[config.mk]
export PLATFORM = sky130hd
export DESIGN_NAME = instruction_fetch_unit
export DESIGN_NICKNAME = d
export VERILOG_FILES = /design/src/rtl/instruction_fetch_unit_pkg.sv /design/src/rtl/instruction_fetch_unit_pc_register.sv /design/src/rtl/instruction_fetch_unit.sv
export SDC_FILE = /design/constraint.sdc
export NUM_CORES = 1
export LEC_CHECK = 0
export BUFFER_PORTS_ARGS = -buffer_cell sky130_fd_sc_hd__buf_2
export CAP_MARGIN = 25
export CORE_MARGIN = 2
export CORE_UTILIZATION = 45
export DETAILED_ROUTE_END_ITERATION = 16
export GPL_TIMING_DRIVEN = 0
export HOLD_SLACK_MARGIN = 0.03
export PLACE_DENSITY = 0.76
export SLEW_MARGIN = 20
export SYNTH_ARGS = -nofsm -noshare
export SYNTH_HDL_FRONTEND = slang
export SYNTH_HIERARCHICAL = 1
export SYNTH_SLANG_ARGS = --single-unit
[constraint.sdc]
create_clock -name clk -period 2.7 [get_ports clk]
set_input_delay 0.54 -clock clk [delete_from_list [all_inputs] [get_ports clk]]
set_output_delay 0.54 -clock clk [all_outputs]
set_load 0.05 [all_outputs]
[src/rtl/instruction_fetch_unit_pkg.sv]
// Purpose: shared widths, depth and fetch-state encodings for the instruction fetch unit.
// Latency: n/a (definitions only).
// Backpressure: n/a.
package instruction_fetch_unit_pkg;
  localparam int IMEM_ADDR_W = 4;
  localparam int IMEM_DEPTH  = 15;
  localparam int INSTR_W     = 32;

  // Encoding 3 is unused; the FSM recovers from it to FS_IDLE.
  typedef enum logic [1:0] {
    FS_IDLE  = 2'd0,
    FS_FETCH = 2'd1,
    FS_DONE  = 2'd2
  } fetch_state_t;
endpackage

[src/rtl/instruction_fetch_unit_pc_register.sv]
// Purpose: program counter register, priority load > increment > hold.
// Latency: new value visible one cycle after load_en/inc_en.
// Backpressure: none; the caller gates inc_en.
// Ports: clk, reset (async active-high), load_en/load_val, inc_en, pc.
module instruction_fetch_unit_pc_register #(
  parameter int ADDR_W = 4
) (
  input  logic              clk,
  input  logic              reset,
  input  logic              load_en,
  input  logic [ADDR_W-1:0] load_val,
  input  logic              inc_en,
  output logic [ADDR_W-1:0] pc
);
  always_ff @(posedge clk or posedge reset) begin
    if (reset) begin
      pc <= '0;
    end else if (load_en) begin
      pc <= load_val;
    end else if (inc_en) begin
      pc <= pc + 1'b1;
    end
  end
endmodule

[src/rtl/instruction_fetch_unit.sv]
// Purpose: owns the PC, reads the combinational instruction memory and registers each word into IF/ID.
// Latency: pc presented in cycle N -> if_valid in cycle N+1; one word per cycle at full throughput.
// Backpressure: if_valid && !if_ready holds pc, if_instr and if_pc; redirect flushes even while stalled.
// Ports: clk, reset, start | imem_addr, imem_read_en, imem_instr | redirect_en, redirect_pc |
//        if_valid, if_ready, if_instr, if_pc | busy, done.
module instruction_fetch_unit
  import instruction_fetch_unit_pkg::*;
#(
  parameter int ADDR_W    = IMEM_ADDR_W,
  parameter int DATA_W    = INSTR_W,
  parameter int MEM_DEPTH = IMEM_DEPTH
) (
  input  logic              clk,
  input  logic              reset,
  input  logic              start,
  output logic [ADDR_W-1:0] imem_addr,
  output logic              imem_read_en,
  input  logic [DATA_W-1:0] imem_instr,
  input  logic              redirect_en,
  input  logic [ADDR_W-1:0] redirect_pc,
  output logic              if_valid,
  input  logic              if_ready,
  output logic [DATA_W-1:0] if_instr,
  output logic [ADDR_W-1:0] if_pc,
  output logic              busy,
  output logic              done
);
  localparam logic [ADDR_W-1:0] LAST_PC = ADDR_W'(MEM_DEPTH - 1);
  // One extra bit so a depth of 2**ADDR_W still compares correctly.
  localparam logic [ADDR_W:0]   DEPTH_X = (ADDR_W + 1)'(MEM_DEPTH);

  fetch_state_t      state;
  logic [ADDR_W-1:0] pc;
  logic              load;
  logic              at_last;
  logic              redirect_ok;
  logic              pc_load;
  logic [ADDR_W-1:0] pc_load_val;
  logic              pc_inc;

  assign load        = (state == FS_FETCH) && (!if_valid || if_ready);
  assign at_last     = (pc == LAST_PC);
  assign redirect_ok = ({1'b0, redirect_pc} < DEPTH_X);

  assign imem_addr    = pc;
  assign imem_read_en = (state == FS_FETCH);
  assign busy         = (state == FS_FETCH);
  assign done         = (state == FS_DONE);

  // PC control; an out-of-range redirect leaves pc where it is.
  always_comb begin
    pc_load     = 1'b0;
    pc_load_val = '0;
    pc_inc      = 1'b0;
    case (state)
      FS_IDLE: begin
        if (start) pc_load = 1'b1;
      end
      FS_FETCH: begin
        if (redirect_en) begin
          if (redirect_ok) begin
            pc_load     = 1'b1;
            pc_load_val = redirect_pc;
          end
        end else if (load && !at_last) begin
          pc_inc = 1'b1;
        end
      end
      FS_DONE: begin
        if (redirect_en) begin
          if (redirect_ok) begin
            pc_load     = 1'b1;
            pc_load_val = redirect_pc;
          end
        end else if (start) begin
          pc_load = 1'b1;
        end
      end
      default: pc_load = 1'b1;
    endcase
  end

  instruction_fetch_unit_pc_register #(.ADDR_W(ADDR_W)) u_pc (
    .clk      (clk),
    .reset    (reset),
    .load_en  (pc_load),
    .load_val (pc_load_val),
    .inc_en   (pc_inc),
    .pc       (pc)
  );

  // Fetch FSM and IF/ID output register.
  always_ff @(posedge clk or posedge reset) begin
    if (reset) begin
      state    <= FS_IDLE;
      if_valid <= 1'b0;
      if_instr <= '0;
      if_pc    <= '0;
    end else begin
      case (state)
        FS_IDLE: begin
          if_valid <= 1'b0;
          if (start) state <= FS_FETCH;
        end
        FS_FETCH: begin
          if (redirect_en) begin
            // Flush wins over load: a word accepted this cycle still transfers.
            if_valid <= 1'b0;
            state    <= redirect_ok ? FS_FETCH : FS_DONE;
          end else if (load) begin
            if_valid <= 1'b1;
            if_instr <= imem_instr;
            if_pc    <= pc;
            if (at_last) state <= FS_DONE;
          end
        end
        FS_DONE: begin
          if (redirect_en) begin
            if_valid <= 1'b0;
            state    <= redirect_ok ? FS_FETCH : FS_DONE;
          end else if (start) begin
            // Restart drops any last word still waiting for decode.
            if_valid <= 1'b0;
            state    <= FS_FETCH;
          end else if (if_valid && if_ready) begin
            if_valid <= 1'b0;
          end
        end
        default: begin
          state    <= FS_IDLE;
          if_valid <= 1'b0;
        end
      endcase
    end
  end
endmodule

==> flow_metrics.env <==
export IMPL_start_util=0.469
export IMPL_rrSetupSlack_ps=500
export IMPL_cp_start_kind="register"
export IMPL_min_period_ps=2200
export IMPL_fin_crit_sh=0.815
export IMPL_first_pass_iters=4
export IMPL_htree_levels=2
export IMPL_ys_seq_elements=43
export IMPL_final_cell_mix="buf_2, dfrtp_1, mux2_4, mux2_2"
export IMPL_path_clk_slew_ps=80
export IMPL_fmax_mhz=454
export IMPL_drt_iter0_markers=51
export IMPL_arrival_ps=2380
export IMPL_cts_sinks=43
export IMPL_layout_drive_gt1_share=0.609
export IMPL_finClkSkew_ps=6.62
export IMPL_multi_input_area_sq_um=896
export IMPL_nets=276
export IMPL_setup_viol=0
export IMPL_worstRegToRegCells=7
export IMPL_core_area_sq_mm=0.00438
export IMPL_viasPerCell=4.97
export IMPL_synthToLayoutAreaGrowth_pct=28.8
export IMPL_die_y_microns=71.6
export IMPL_setup_tns_ps=0
export IMPL_wl_per_cell_microns=14.0
export IMPL_syn_cell_area_sq_mm=0.00206
export IMPL_crit_start="state[1]"
export IMPL_grt_pass1_vias=1330
export IMPL_gp_congestion=0.736
export IMPL_clockBufferDepth=2
export IMPL_rsz0062_at_grt="no"
export IMPL_cp_end_kind="register"
export IMPL_cts_setup_buffers=0
export IMPL_avgSynthCellArea_sq_um=14.9
export IMPL_grt_pass1_wl_microns=6310
export IMPL_ant_nets=0
export IMPL_rows=24
export IMPL_postSynth_asyncResetShare=1.00
export IMPL_grt_antenna_before_repair=0
export IMPL_crit_type="register to register"
export IMPL_synthCells=138
export IMPL_hpwl_microns=3030
export IMPL_final_common_cell="buf_2"
export IMPL_synth_net_count=184
export IMPL_crit_chain="inv_1 -> ha_1 -> nand2b_4 -> nor3_1 -> nand4_1 -> xnor2_1 -> mux2_2"
export IMPL_ios=85
export IMPL_crit_family="simple AND/OR/NAND/NOR gates"
export IMPL_crit_required_ps=2870
export IMPL_gr_total_overflow=0
export IMPL_cts_tree="yes"
export IMPL_synth_area_leaders="dfrtp_1, mux2_4, mux2_2, ha_1, buf_12"
export IMPL_grt_usage=0.158
export IMPL_vias=1402
export IMPL_path_depth=7
export IMPL_clock_latency_ps=290
export IMPL_post_synth_top_area_cell="dfrtp_1"
export IMPL_die_x_microns=71.6
export IMPL_numPortBuffers=84
export IMPL_r2r_end="u_pc/pc[3]"
export IMPL_synth_seq_area_share=0.523
export IMPL_cts_made_buffers=5
export IMPL_worst_pin_slew_ps=650
export IMPL_n_fill_cell=364
export IMPL_crit_end="u_pc/pc[3]"
export IMPL_status="completed"
export IMPL_min_delay_path_class="input pin to asynchronous set/reset pin"
export IMPL_maxSlewViolCount=0
export IMPL_cpPeakStageDelay_ps=490
export IMPL_grt_max_degree=27
export IMPL_crit_buf_inv=1
export IMPL_register_area_sq_mm=0.00108
export IMPL_drv_cap=0
export IMPL_cp_max_fo=7
export IMPL_yosysWarnings=6
export IMPL_synth_cell_types=31
export IMPL_synth_top_area_frac=0.523
export IMPL_antenna_cells=0
export IMPL_wirelength_microns=3950
export IMPL_finalHoldViolCount=0
export IMPL_ctsHoldBuffers=0
export IMPL_slew_headroom=0.562
export IMPL_cts_resized=0
export IMPL_synth_ff_type="dfrtp_1"
export IMPL_drcViolationCount=0
export IMPL_cpMaxStageDelayCell="nor3_1"
export IMPL_cts_root_buffer="clkbuf_8"
export IMPL_synth_edf_count=0
export IMPL_r2r_start="state[1]"
export IMPL_die_area_sq_mm=0.00513
registers in the layout, indices dropped and copies added, names as in the netlist:
name      flops
if_instr     32
if_pc         4
u_pc/pc       4
state         2
if_valid      1
worst register-to-register path, cell delays in order, from the launching register on:
cell and delay (ps):
dfrtp_1 440, inv_1 100, ha_1 350, nand2b_4 120
nor3_1 490, nand4_1 190, xnor2_1 150, mux2_2 260
cells in the mapped netlist (all sizes together), types with 2 or more instances:
master,count
ha,5
nor3,2
nand2,6
a21oi,2
dfrtp,43
and3,4
nand4,2
o21ai,5
xnor2,2
a22o,3
nand2b,3
inv,5
nor2,4
mux2,37
buf,4
nor2b,2
through the flow:
stage / hold WS, ps / std cells / instance area [sq um] / utilization / setup slack (ps)
2_1_floorplan: 306 / 138 / 2060 / - / 368
3_3_place_gp: 438 / 274 / 2540 / 0.580 / 485
3_5_place_dp: 446 / 275 / 2560 / 0.585 / 487
4_1_cts: 130 / 282 / 2650 / 0.605 / 466
5_1_grt: 130 / 282 / 2650 / 0.605 / 279
6_report: 131 / 282 / 2650 / 0.605 / 499
kinds of logic (layout without fill, tap and decap cells):
group           Yosys count  in the layout  share of synthesized area
compound gates           14             14                     0.0474
xor+xnor                  3              3                     0.0128
fa+ha+maj                 5              5                     0.0304
buf+inv                   9            101                     0.0419
flops                    43             43                      0.523
mux                      38             38                      0.262
simple gates             26             26                     0.0827
routing by layer:
metal | share of wire | up-vias | track usage
met5 | 0 | - | 0
met2 | 0.46 | 62 | 0.247
met3 | 0.090 | 3 | 0.0520
met4 | 0.0086 | 0 | 0.0440
met1 | 0.44 | 668 | 0.212
li1 | - | 669 | -
cell type report:
class | instances | share of cell area
Clock buffer | 6 | 0.0311
Multi-Input combinational cell | 86 | 0.338
Tap cell | 52 | 0.0245
Inverter | 5 | 0.00708
Sequential cell | 43 | 0.406
Buffer | 4 | 0.0255
Timing Repair Buffer | 85 | 0.166
Clock inverter | 1 | 0.00189
worst min path at each step:
| stage | start | to | cells past startpoint |
|---|---|---|---|
| 2_1_floorplan | reset | u_pc/pc[0] | 1 |
| 3_3_place_gp | reset | u_pc/pc[2] | 2 |
| 3_5_place_dp | reset | u_pc/pc[2] | 2 |
| 4_1_cts | reset | u_pc/pc[3] | 2 |
| 5_1_grt | reset | u_pc/pc[2] | 2 |
| 6_report | reset | u_pc/pc[2] | 2 |
Power is not shown: default switching activity piles up to over one toggle a cycle in this logic, so the estimate is an artifact.
